## config.mk

```make
export PLATFORM = sky130hd
export DESIGN_NAME = hilo_muldiv_ctrl
export DESIGN_NICKNAME = d
export VERILOG_FILES = /design/src/rtl/hilo_muldiv_ctrl.sv
export SDC_FILE = /design/constraint.sdc
export NUM_CORES = 2
export LEC_CHECK = 0
export BUFFER_PORTS_ARGS = -buffer_cell sky130_fd_sc_hd__buf_2
export CORE_MARGIN = 1.5
export CORE_UTILIZATION = 60
export CTS_CLUSTER_SIZE = 8
export DETAILED_ROUTE_END_ITERATION = 16
export PLACE_DENSITY = 0.78
export SLEW_MARGIN = 20
export SYNTH_ARGS = -nofsm -noshare
export SYNTH_HDL_FRONTEND = slang
export SYNTH_SLANG_ARGS = --single-unit
```

## constraint.sdc

```tcl
create_clock -name clk -period 10.4 [get_ports clk]
set_input_delay 2.08 -clock clk [delete_from_list [all_inputs] [get_ports clk]]
set_output_delay 2.08 -clock clk [all_outputs]
set_load 0.05 [all_outputs]
```

## src/rtl/hilo_muldiv_ctrl.sv

```systemverilog
// hilo_muldiv_ctrl: sequencer that owns all writes to the HI/LO register pair.
// It handles MULT/MULTU (shift-add, or a single registered product when FAST_MUL=1),
// DIV/DIVU (radix-2 restoring), and MTHI/MTLO. Each accepted request ends in exactly
// one wr_en pulse carrying the new {hi, lo}.
// Optional feature macro: HILO_MADD_EN adds MADD/MADDU/MSUB/MSUBU (ops 6-9), which
// accumulate the product into the HI/LO value latched at accept.
//
// Handshake: a request is taken on a rising edge when the FSM is IDLE, start=1,
// flush=0 and op is legal. busy stays high from the next cycle until the DONE cycle
// ends. wr_en is a one-cycle strobe in DONE, and flush forces it low in that cycle.
module hilo_muldiv_ctrl #(
    parameter int WIDTH    = 32,
    parameter bit FAST_MUL = 1'b0
) (
    input  logic             clk,
    input  logic             rst,
    input  logic             start,
    input  logic [3:0]       op,
    input  logic [WIDTH-1:0] src_a,
    input  logic [WIDTH-1:0] src_b,
    input  logic [WIDTH-1:0] hi_cur,
    input  logic [WIDTH-1:0] lo_cur,
    input  logic             flush,
    output logic             busy,
    output logic             wr_en,
    output logic [WIDTH-1:0] hi,
    output logic [WIDTH-1:0] lo
);

    localparam int            CW   = (WIDTH > 1) ? $clog2(WIDTH) : 1;
    localparam logic [CW-1:0] LAST = CW'(WIDTH - 1);

    localparam logic [3:0] OP_MULT  = 4'd0;
    localparam logic [3:0] OP_MULTU = 4'd1;
    localparam logic [3:0] OP_DIV   = 4'd2;
    localparam logic [3:0] OP_DIVU  = 4'd3;
    localparam logic [3:0] OP_MTHI  = 4'd4;
    localparam logic [3:0] OP_MTLO  = 4'd5;
`ifdef HILO_MADD_EN
    localparam logic [3:0] OP_MADD  = 4'd6;
    localparam logic [3:0] OP_MADDU = 4'd7;
    localparam logic [3:0] OP_MSUB  = 4'd8;
    localparam logic [3:0] OP_MSUBU = 4'd9;
`endif

    typedef enum logic [1:0] {S_IDLE, S_MUL, S_DIV, S_DONE} state_t;
    state_t state, state_nxt;

    // Working registers: acc_hi/acc_lo hold the partial product or the remainder/quotient.
    // Once the FSM reaches DONE they hold the final result.
    logic [WIDTH-1:0] acc_hi, acc_lo, mcand_q, out_hi, out_lo;
    logic             neg_q, rem_neg_q;
    logic [CW-1:0]    cnt;
`ifdef HILO_MADD_EN
    logic [3:0]       op_q;
    logic [WIDTH-1:0] hic_q, loc_q;
    logic [2*WIDTH-1:0] acc_base;
    logic [3:0]       acc_op;
`endif

    logic is_mul, is_div, is_mt, is_sgn, op_legal, accept;
    logic a_neg, b_neg;
    logic [WIDTH-1:0] a_mag, b_mag;
    logic [WIDTH:0]   mul_sum;
    logic [2*WIDTH-1:0] fast_prod, mul_next, mul_raw, mul_signed, mul_result;
    logic mul_neg;
    logic [WIDTH:0]   div_shift;
    logic [WIDTH-1:0] div_diff, rem_next, quo_next, rem_final, quo_final;
    logic div_ge;

    // Decode the request, and convert signed operands to magnitudes
    always_comb begin
        is_mul = (op == OP_MULT) || (op == OP_MULTU);
        is_sgn = (op == OP_MULT) || (op == OP_DIV);
`ifdef HILO_MADD_EN
        is_mul = is_mul || (op == OP_MADD) || (op == OP_MADDU) ||
                 (op == OP_MSUB) || (op == OP_MSUBU);
        is_sgn = is_sgn || (op == OP_MADD) || (op == OP_MSUB);
`endif
        is_div   = (op == OP_DIV) || (op == OP_DIVU);
        is_mt    = (op == OP_MTHI) || (op == OP_MTLO);
        op_legal = is_mul || is_div || is_mt;
        a_neg    = is_sgn && src_a[WIDTH-1];
        b_neg    = is_sgn && src_b[WIDTH-1];
        a_mag    = a_neg ? -src_a : src_a;
        b_mag    = b_neg ? -src_b : src_b;
    end

    assign accept = (state == S_IDLE) && start && !flush && op_legal;

    // Multiply step, final sign fix and optional accumulate (used for the fast and iterative paths)
    always_comb begin
        fast_prod  = (2*WIDTH)'(a_mag) * (2*WIDTH)'(b_mag);
        mul_sum    = {1'b0, acc_hi} + (acc_lo[0] ? {1'b0, mcand_q} : '0);
        mul_next   = {mul_sum, acc_lo[WIDTH-1:1]};
        mul_raw    = (state == S_IDLE) ? fast_prod : mul_next;
        mul_neg    = (state == S_IDLE) ? (a_neg ^ b_neg) : neg_q;
        mul_signed = mul_neg ? -mul_raw : mul_raw;
`ifdef HILO_MADD_EN
        acc_base = (state == S_IDLE) ? {hi_cur, lo_cur} : {hic_q, loc_q};
        acc_op   = (state == S_IDLE) ? op : op_q;
        case (acc_op)
            OP_MADD, OP_MADDU: mul_result = acc_base + mul_signed;
            OP_MSUB, OP_MSUBU: mul_result = acc_base - mul_signed;
            default:           mul_result = mul_signed;
        endcase
`else
        mul_result = mul_signed;
`endif
    end

    // Restoring divide step; the sign fix is applied only to the final iteration
    always_comb begin
        div_shift = {acc_hi, acc_lo[WIDTH-1]};
        div_ge    = div_shift >= {1'b0, mcand_q};
        div_diff  = div_shift[WIDTH-1:0] - mcand_q;
        rem_next  = div_ge ? div_diff : div_shift[WIDTH-1:0];
        quo_next  = {acc_lo[WIDTH-2:0], div_ge};
        quo_final = neg_q ? -quo_next : quo_next;
        rem_final = rem_neg_q ? -rem_next : rem_next;
    end

    // State register
    always_ff @(posedge clk or negedge rst) begin
        if (!rst) state <= S_IDLE;
        else      state <= state_nxt;
    end

    // Next-state logic and control outputs
    always_comb begin
        state_nxt = state;
        busy      = (state != S_IDLE);
        wr_en     = (state == S_DONE) && !flush;
        case (state)
            S_IDLE: begin
                if (accept) begin
                    if (is_mt)                      state_nxt = S_DONE;
                    else if (is_div)                state_nxt = (src_b == '0) ? S_DONE : S_DIV;
                    else                            state_nxt = FAST_MUL ? S_DONE : S_MUL;
                end
            end
            S_MUL, S_DIV: begin
                if (flush)             state_nxt = S_IDLE;
                else if (cnt == LAST)  state_nxt = S_DONE;
            end
            S_DONE:  state_nxt = S_IDLE;
            default: state_nxt = S_IDLE;
        endcase
    end

    // Datapath: latch operands on accept, iterate, and keep the last written HI/LO
    always_ff @(posedge clk or negedge rst) begin
        if (!rst) begin
            acc_hi    <= '0;
            acc_lo    <= '0;
            mcand_q   <= '0;
            out_hi    <= '0;
            out_lo    <= '0;
            neg_q     <= 1'b0;
            rem_neg_q <= 1'b0;
            cnt       <= '0;
`ifdef HILO_MADD_EN
            op_q      <= '0;
            hic_q     <= '0;
            loc_q     <= '0;
`endif
        end else begin
            if (wr_en) begin
                out_hi <= acc_hi;
                out_lo <= acc_lo;
            end
            case (state)
                S_IDLE: begin
                    if (accept) begin
                        cnt       <= '0;
                        neg_q     <= a_neg ^ b_neg;
                        rem_neg_q <= a_neg;
                        acc_hi    <= '0;
`ifdef HILO_MADD_EN
                        op_q      <= op;
                        hic_q     <= hi_cur;
                        loc_q     <= lo_cur;
`endif
                        if (is_mt) begin
                            acc_hi <= (op == OP_MTHI) ? src_a : hi_cur;
                            acc_lo <= (op == OP_MTHI) ? lo_cur : src_a;
                        end else if (is_div) begin
                            mcand_q <= b_mag;
                            if (src_b == '0) begin
                                acc_hi <= src_a;
                                acc_lo <= '1;
                            end else begin
                                acc_lo <= a_mag;
                            end
                        end else begin
                            mcand_q <= a_mag;
                            if (FAST_MUL) {acc_hi, acc_lo} <= mul_result;
                            else          acc_lo <= b_mag;
                        end
                    end
                end
                S_MUL: begin
                    if (flush) begin
                        cnt <= '0;
                    end else if (cnt == LAST) begin
                        cnt <= '0;
                        {acc_hi, acc_lo} <= mul_result;
                    end else begin
                        cnt <= cnt + 1'b1;
                        {acc_hi, acc_lo} <= mul_next;
                    end
                end
                S_DIV: begin
                    if (flush) begin
                        cnt <= '0;
                    end else if (cnt == LAST) begin
                        cnt    <= '0;
                        acc_hi <= rem_final;
                        acc_lo <= quo_final;
                    end else begin
                        cnt    <= cnt + 1'b1;
                        acc_hi <= rem_next;
                        acc_lo <= quo_next;
                    end
                end
                default: cnt <= '0;
            endcase
        end
    end

    // Write data comes from the result registers during the strobe, otherwise it holds
    assign hi = wr_en ? acc_hi : out_hi;
    assign lo = wr_en ? acc_lo : out_lo;

endmodule

```

; ---- Yosys cells after proc, flatten, opt, wreduce, memory -nomap -nowiden
; Cells that the tools add are included.
[word_totals]
ff_bits = 169
latch_bits = 0
ram_bits = 0
romBits = 0
input_bits = 136
out_inout_bits = 66
elab_cells = 100
n_memories = 0
[op_classes]
add_sub_neg = 8
n_mul = 1
div_mod_pow = 0
magnitude_cmp = 1
eq_ne = 13
n_shift = 0
n_mux = 43
bitwise = 2
reduce_logical = 23
[ops]
columns = operator, n
row1 = $mux 32, 27
row2 = $pmux 32 s3, 2
row3 = $mux 64, 2
row4 = $neg 32->32, 4
row5 = $mul 32x32->64, 1
row6 = $neg 64->64, 1
row7 = $add 32x32->33, 1
row8 = $ge 33x32->1, 1
row9 = $logic_not 32->1, 1
row10 = $sub 32x32->32, 1
row11 = $mux 5, 3
row12 = $mux 2, 5
row13 = $pmux 5 s2, 1
row14 = $eq 4x2->1 const B, 2
row15 = $eq 4x3->1 const B, 2
row16 = $logic_and 1x1->1, 6
row17 = $logic_or 1x1->1, 6
row18 = $ne 2x2->1 const B, 3
row19 = $pmux 2 s3, 1
row20 = $add 5x1->5 const B, 1
row21 = $eq 5x5->1 const B, 1
row22 = $eq 2x2->1 const B, 2
row23 = $eq 4x1->1 const B, 1
row24 = $logic_not 4->1, 1
row25 = 13 further kinds, 15

; ---- Logic depth before layout (Yosys ltp)
[logic_depth]
ltp_word = 11
ltp_mapped = 43
ltp_nobuf = 40

; ---- Worst setup path before layout
; No wires, ideal clock.
[synth_timing]
path_type = input to register
start = input port src_a[2]
end = register acc_hi[29]
setup_time_ns = 0.065
arrival_ns = 12.582
required_ns = 10.335
slack_ns = -2.248
cell_stages = 40
path_buffers = 3
cell_sequence = clkbuf_1 nor4_1 nor4b_1 nand2_1 inv_1 nand2_1 nor2_1 nand3_1 o21ai_1 nand2_1 xor2_1 clkbuf_1 nand2_1 fa_1 inv_1 fa_1 inv_1 fa_1 [... 4 more ...] fa_1 fa_1 ha_1 buf_2 a21oi_1 o21ai_0 a21o_1 o211a_1 o21ai_1 mux2_2 a221o_1 nor4_1 nand2_1 or3_1 or2_4 or4b_1 nand3b_1 a22o_1
[synth_via]
elab_chain_len = 9
[synth_lines]
columns = item, line_no
row1 = start: declaration, 19  ; input logic [WIDTH-1:0] src_a,
row2 = $neg 32->32, 85  ; a_mag = a_neg ? -src_a : src_a;
row3 = $mux 32 *, 85
row4 = $mul 32x32->64 *, 93  ; fast_prod = (2*WIDTH)'(a_mag) * (2*WIDTH)'(b_mag);
row5 = $mux 64 *, 96  ; mul_raw = (state == S_IDLE) ? fast_prod : mul_next;
row6 = $neg 64->64, 98  ; mul_signed = mul_neg ? -mul_raw : mul_raw;
row7 = $mux 64 *, 98
row8 = $mux 32 *, 205  ; end else if (cnt == LAST) begin
row9 = $mux 32 *, 203  ; if (flush) begin
row10 = $pmux 32 s3 *, 172  ; case (state)
row11 = end signal: assignment, 185  ; acc_hi <= (op == OP_MTHI) ? src_a : hi_cur;
row12 = end signal: assignment, 207  ; {acc_hi, acc_lo} <= mul_result;
row13 = end signal: assignment, 210  ; {acc_hi, acc_lo} <= mul_next;
row14 = end: declaration, 51  ; logic [WIDTH-1:0] acc_hi, acc_lo, mcand_q, out_hi, out_lo;
; Every way passes the cells marked *; elsewhere a longest branch is shown, timed or not. The select of a mux whose other input is x is not followed.
; A chain may end at the register's enable or synchronous reset.

; ---- Worst setup path after layout
[layout_timing]
start = input port src_b[7]
end = register acc_hi[29]
[layout_via]
elab_chain_len = 9
elab_cells_between_ends = 14
cone_classes = add/sub: 2 / mul: 1 / mux: 10 / reduce/logical: 1
[layout_lines]
columns = item, line_no
row1 = start: declaration, 20  ; input logic [WIDTH-1:0] src_b,
row2 = $neg 32->32, 86  ; b_mag = b_neg ? -src_b : src_b;
row3 = $mux 32, 86
row4 = $mul 32x32->64, 93
row5 = $mux 64, 96
row6 = $neg 64->64, 98
row7 = $mux 64, 98
row8 = $mux 32, 205
row9 = $mux 32, 203
row10 = $pmux 32 s3 *, 172
; Marks and branches as above.

==> summary.txt <==
Worst hold path
  – Hold Crit Class: reg2reg

Routing
  – Post-DRT Antenna Nets: 0
  – Wire per inst: 27.8 um
  – Vias/cell: 6.53
  – DRC violations left: 0
  – Iteration-0 DRC Markers: 7,581
  – DR pass1 iterations: 11
  – Routed wire length: 239 mm
  – Routed vias: 56,200

Synth
  – Post-synth EDFFs: 0
  – FFs w/ async S/R, synth: 1.00
  – Seq/Total Area, Yosys: 0.0812
  – Top FF cell, synth: dfrtp_1
  – FF+latch count, synth: 169
  – Mapped Area: 52,100 um2
  – Largest area contributor in the netlist: fa_1
  – Synthesized instance count: 6,429
  – Post-synth top area share: 0.345
  – Library cells used by synthesis: 103
  – Area contributors post-synth: fa_1, dfrtp_1, ha_1, inv_1, nor2_1
  – Syn nets: 7,801
  – Yosys warnings: 0
  – Syn avg cell area: 8.10 um2

Floorplanning
  – Total core area: 85,500 um2
  – Number of top-level pins: 202
  – Die height: 298 um
  – Die Footprint: 88,600 um2
  – Starting density of the core: 0.609
  – # rows: 107
  – Chip width: 298 um

Critical path
  – Type of the worst setup path: in2reg
  – Worst path max stage delay: 600 ps
  – R2r endpoint: acc_hi[28]
  – CP startpoint kind: input pin
  – CP Capture Type: register
  – Beginning of the critical path: src_b[7]
  – Maximum fanout along the worst path: 7
  – Arrival time at the worst endpoint: 12,100 ps
  – Reg2reg start: acc_hi[25]
  – Slowest stage cell on the critical path: fa_1
  – Worst endpoint required time: 10,830 ps
  – Reg2reg path depth: 22
  – CP most frequent cell: fa_1
  – Critical path endpoint: acc_hi[29]
  – Worst R2R Setup Slack: 3260 ps

Timing
  – Max-slew violation count: 0
  – Final setup vio count: 45
  – Final Hold Vio Count: 0
  – Final WS setup: -1280 ps
  – RSZ-0062 raised after global routing: yes
  – Max-slew headroom: 0.0530
  – Min cycle time layout: 11,680 ps
  – Worst Tran Pin Value: 1420 ps
  – Clock Skew: 11.6 ps
  – F_max: 85.6 MHz
  – Final critical-path share of the clock period: 1.12

Place
  – I/O Buffers: 201
  – Dpl ws: -2280 ps
  – RePlAce Congestion: 1.12
  – Hpwl dp: 187 mm

Clock network
  – Cts hold-fix bufs: 0
  – Clk buf depth: 2
  – CTS buffer count: 17
  – Worst-Skew Late Latency: 490 ps
  – Clk slew on worst S/H paths: 80 ps
  – H-Tree Level Count: 4
  – Root Driver: clkbuf_16
  – TritonCTS clock tree: built
  – Clk sinks: 169

Status
  – Failing checks: setup timing
  – Status: finished with violations

Global route
  – Initial antenna violation count: 36
  – Grt ovf: 0
  – GRT Util Overall: 0.529
  – First-pass GRT wire length: 347 mm
  – Vias in the first global route: 56,600
  – Pin count of the biggest net entering global routing: 105

Layout
  – Nets: 8,795
  – Fillers: 5,714
  – Layout cells sized above 1: 0.276
  – Area growth, synth to finish: 29.3%
  – Register area: 4230 um2
  – Combined area of the multi-input logic cells: 46,500 um2

Run
  – Max_cap viols: 0
[per-stage QoR]
step / hold WS (ps) / utilization / setup TNS (ps) / instance area, um2 / cells
after CTS: 481 / 0.770 / -24620 / 65900 / 8525
after detailed placement: 466 / 0.723 / -76860 / 61900 / 8380
after global routing: 508 / 0.787 / -55850 / 67300 / 8585
final: 485 / 0.787 / -36670 / 67400 / 8604
after floorplan: 436 / - / -29650 / 52500 / 6429
after global placement: 463 / 0.723 / -76640 / 61900 / 8380
[state kept, by name, summed over array words and instances (netlist names)]
name,cells
acc_hi,32
acc_lo,32
mcand_q,32
out_hi,32
out_lo,32
cnt,5
state,2
neg_q,1
rem_neg_q,1
[worst min-delay path by stage]
stage	start	endpoint	slack, ps	depth (start not counted)
6_report	mcand_q[17]	mcand_q[17]	490	2
5_1_grt	cnt[3]	cnt[3]	510	1
4_1_cts	cnt[3]	cnt[3]	480	1
3_5_place_dp	cnt[3]	cnt[3]	470	1
3_3_place_gp	mcand_q[1]	mcand_q[1]	460	1
2_1_floorplan	cnt[3]	cnt[3]	440	1
[synth_stat cells (16+ instances only)]
library cell	instances
nand4_1	31
and3_1	27
o31ai_1	43
a221oi_1	72
dfrtp_1	169
o21ai_0	246
ha_1	338
xor2_1	117
fa_1	898
nor3_1	83
nand2b_1	38
o221ai_1	16
o21a_1	24
buf_2	21
a31oi_1	57
o22ai_1	25
mux2_2	75
mux2i_1	60
xnor2_1	185
nand3_1	74
and2_1	39
nor4_1	30
a21oi_1	304
o211ai_1	31
and4_1	20
buf_1	23
nand2_1	770
a211oi_1	45
a21o_1	53
or3_1	37
nor2_1	885
clkbuf_1	340
inv_1	961
[metal layers]
layer  vias to the layer above  part of all wire  track usage
met5                         -           0.00064      0.00108
met2                      4689              0.40        0.741
met1                     27100              0.34        0.642
met3                      1574              0.15        0.222
li1                      22800                 -            -
met4                        24              0.10        0.414
[repair_timing]
action / CTS / global route
endpoints found under the setup margin: 48 / 50
resized for setup: 533 / 205
cloned: 0 / 0
pin swaps: 228 / 180
setup buffers: 121 / 59
[placed cells by master (no fill, tap or decap), drive strengths merged, types with 25 or more instances in the layout]
cell type	Yosys	layout
mux2	75	75
and3	28	28
a211oi	48	48
a21oi	308	308
nand3	74	74
nand2b	38	38
xor2	117	117
a31oi	57	57
and2	39	39
o211ai	32	32
or3	38	38
nor2	885	885
inv	961	970
buf	45	1362
xnor2	185	185
nor3	83	83
mux2i	60	60
o31ai	44	44
nor4	31	31
a221oi	74	74
nand4	31	31
o21ai	262	262
a21o	53	53
ha	338	338
o22ai	25	25
dfrtp	169	169
fa	898	898
nand2	771	771
[critical path, delay by kind of cell]
| family | cells | cell delay, ps |
|---|---|---|
| buffers and inverters | 12 | 1540 |
| AND/OR/NAND/NOR | 16 | 3040 |
| adder cells (fa/ha/maj) | 9 | 4160 |
| XOR/XNOR | 1 | 190 |
| AO/OA/AOI/OAI | 5 | 1090 |
[final cells by class]
cell class,instances,area share
Clock buffer,18,0.00637
Inverter,964,0.0538
Tap cell,1144,0.0212
Antenna cell,24,0.000892
Sequential cell,169,0.0628
Timing Repair Buffer,1363,0.162
Multi-Input combinational cell,4908,0.691
Clock inverter,14,0.00234
[cells by family after synthesis]
logic type / Yosys count / share of synthesized area
flops: 169 / 0.0812
compound gates: 1128 / 0.143
mux: 135 / 0.0277
fa+ha+maj: 1236 / 0.426
simple gates: 2107 / 0.173
buf+inv: 1352 / 0.0980
xor+xnor: 302 / 0.0508
Power is left out: the tool's default activity adds up to more than one toggle a clock period on the data nets, which glitch-free logic cannot reach.
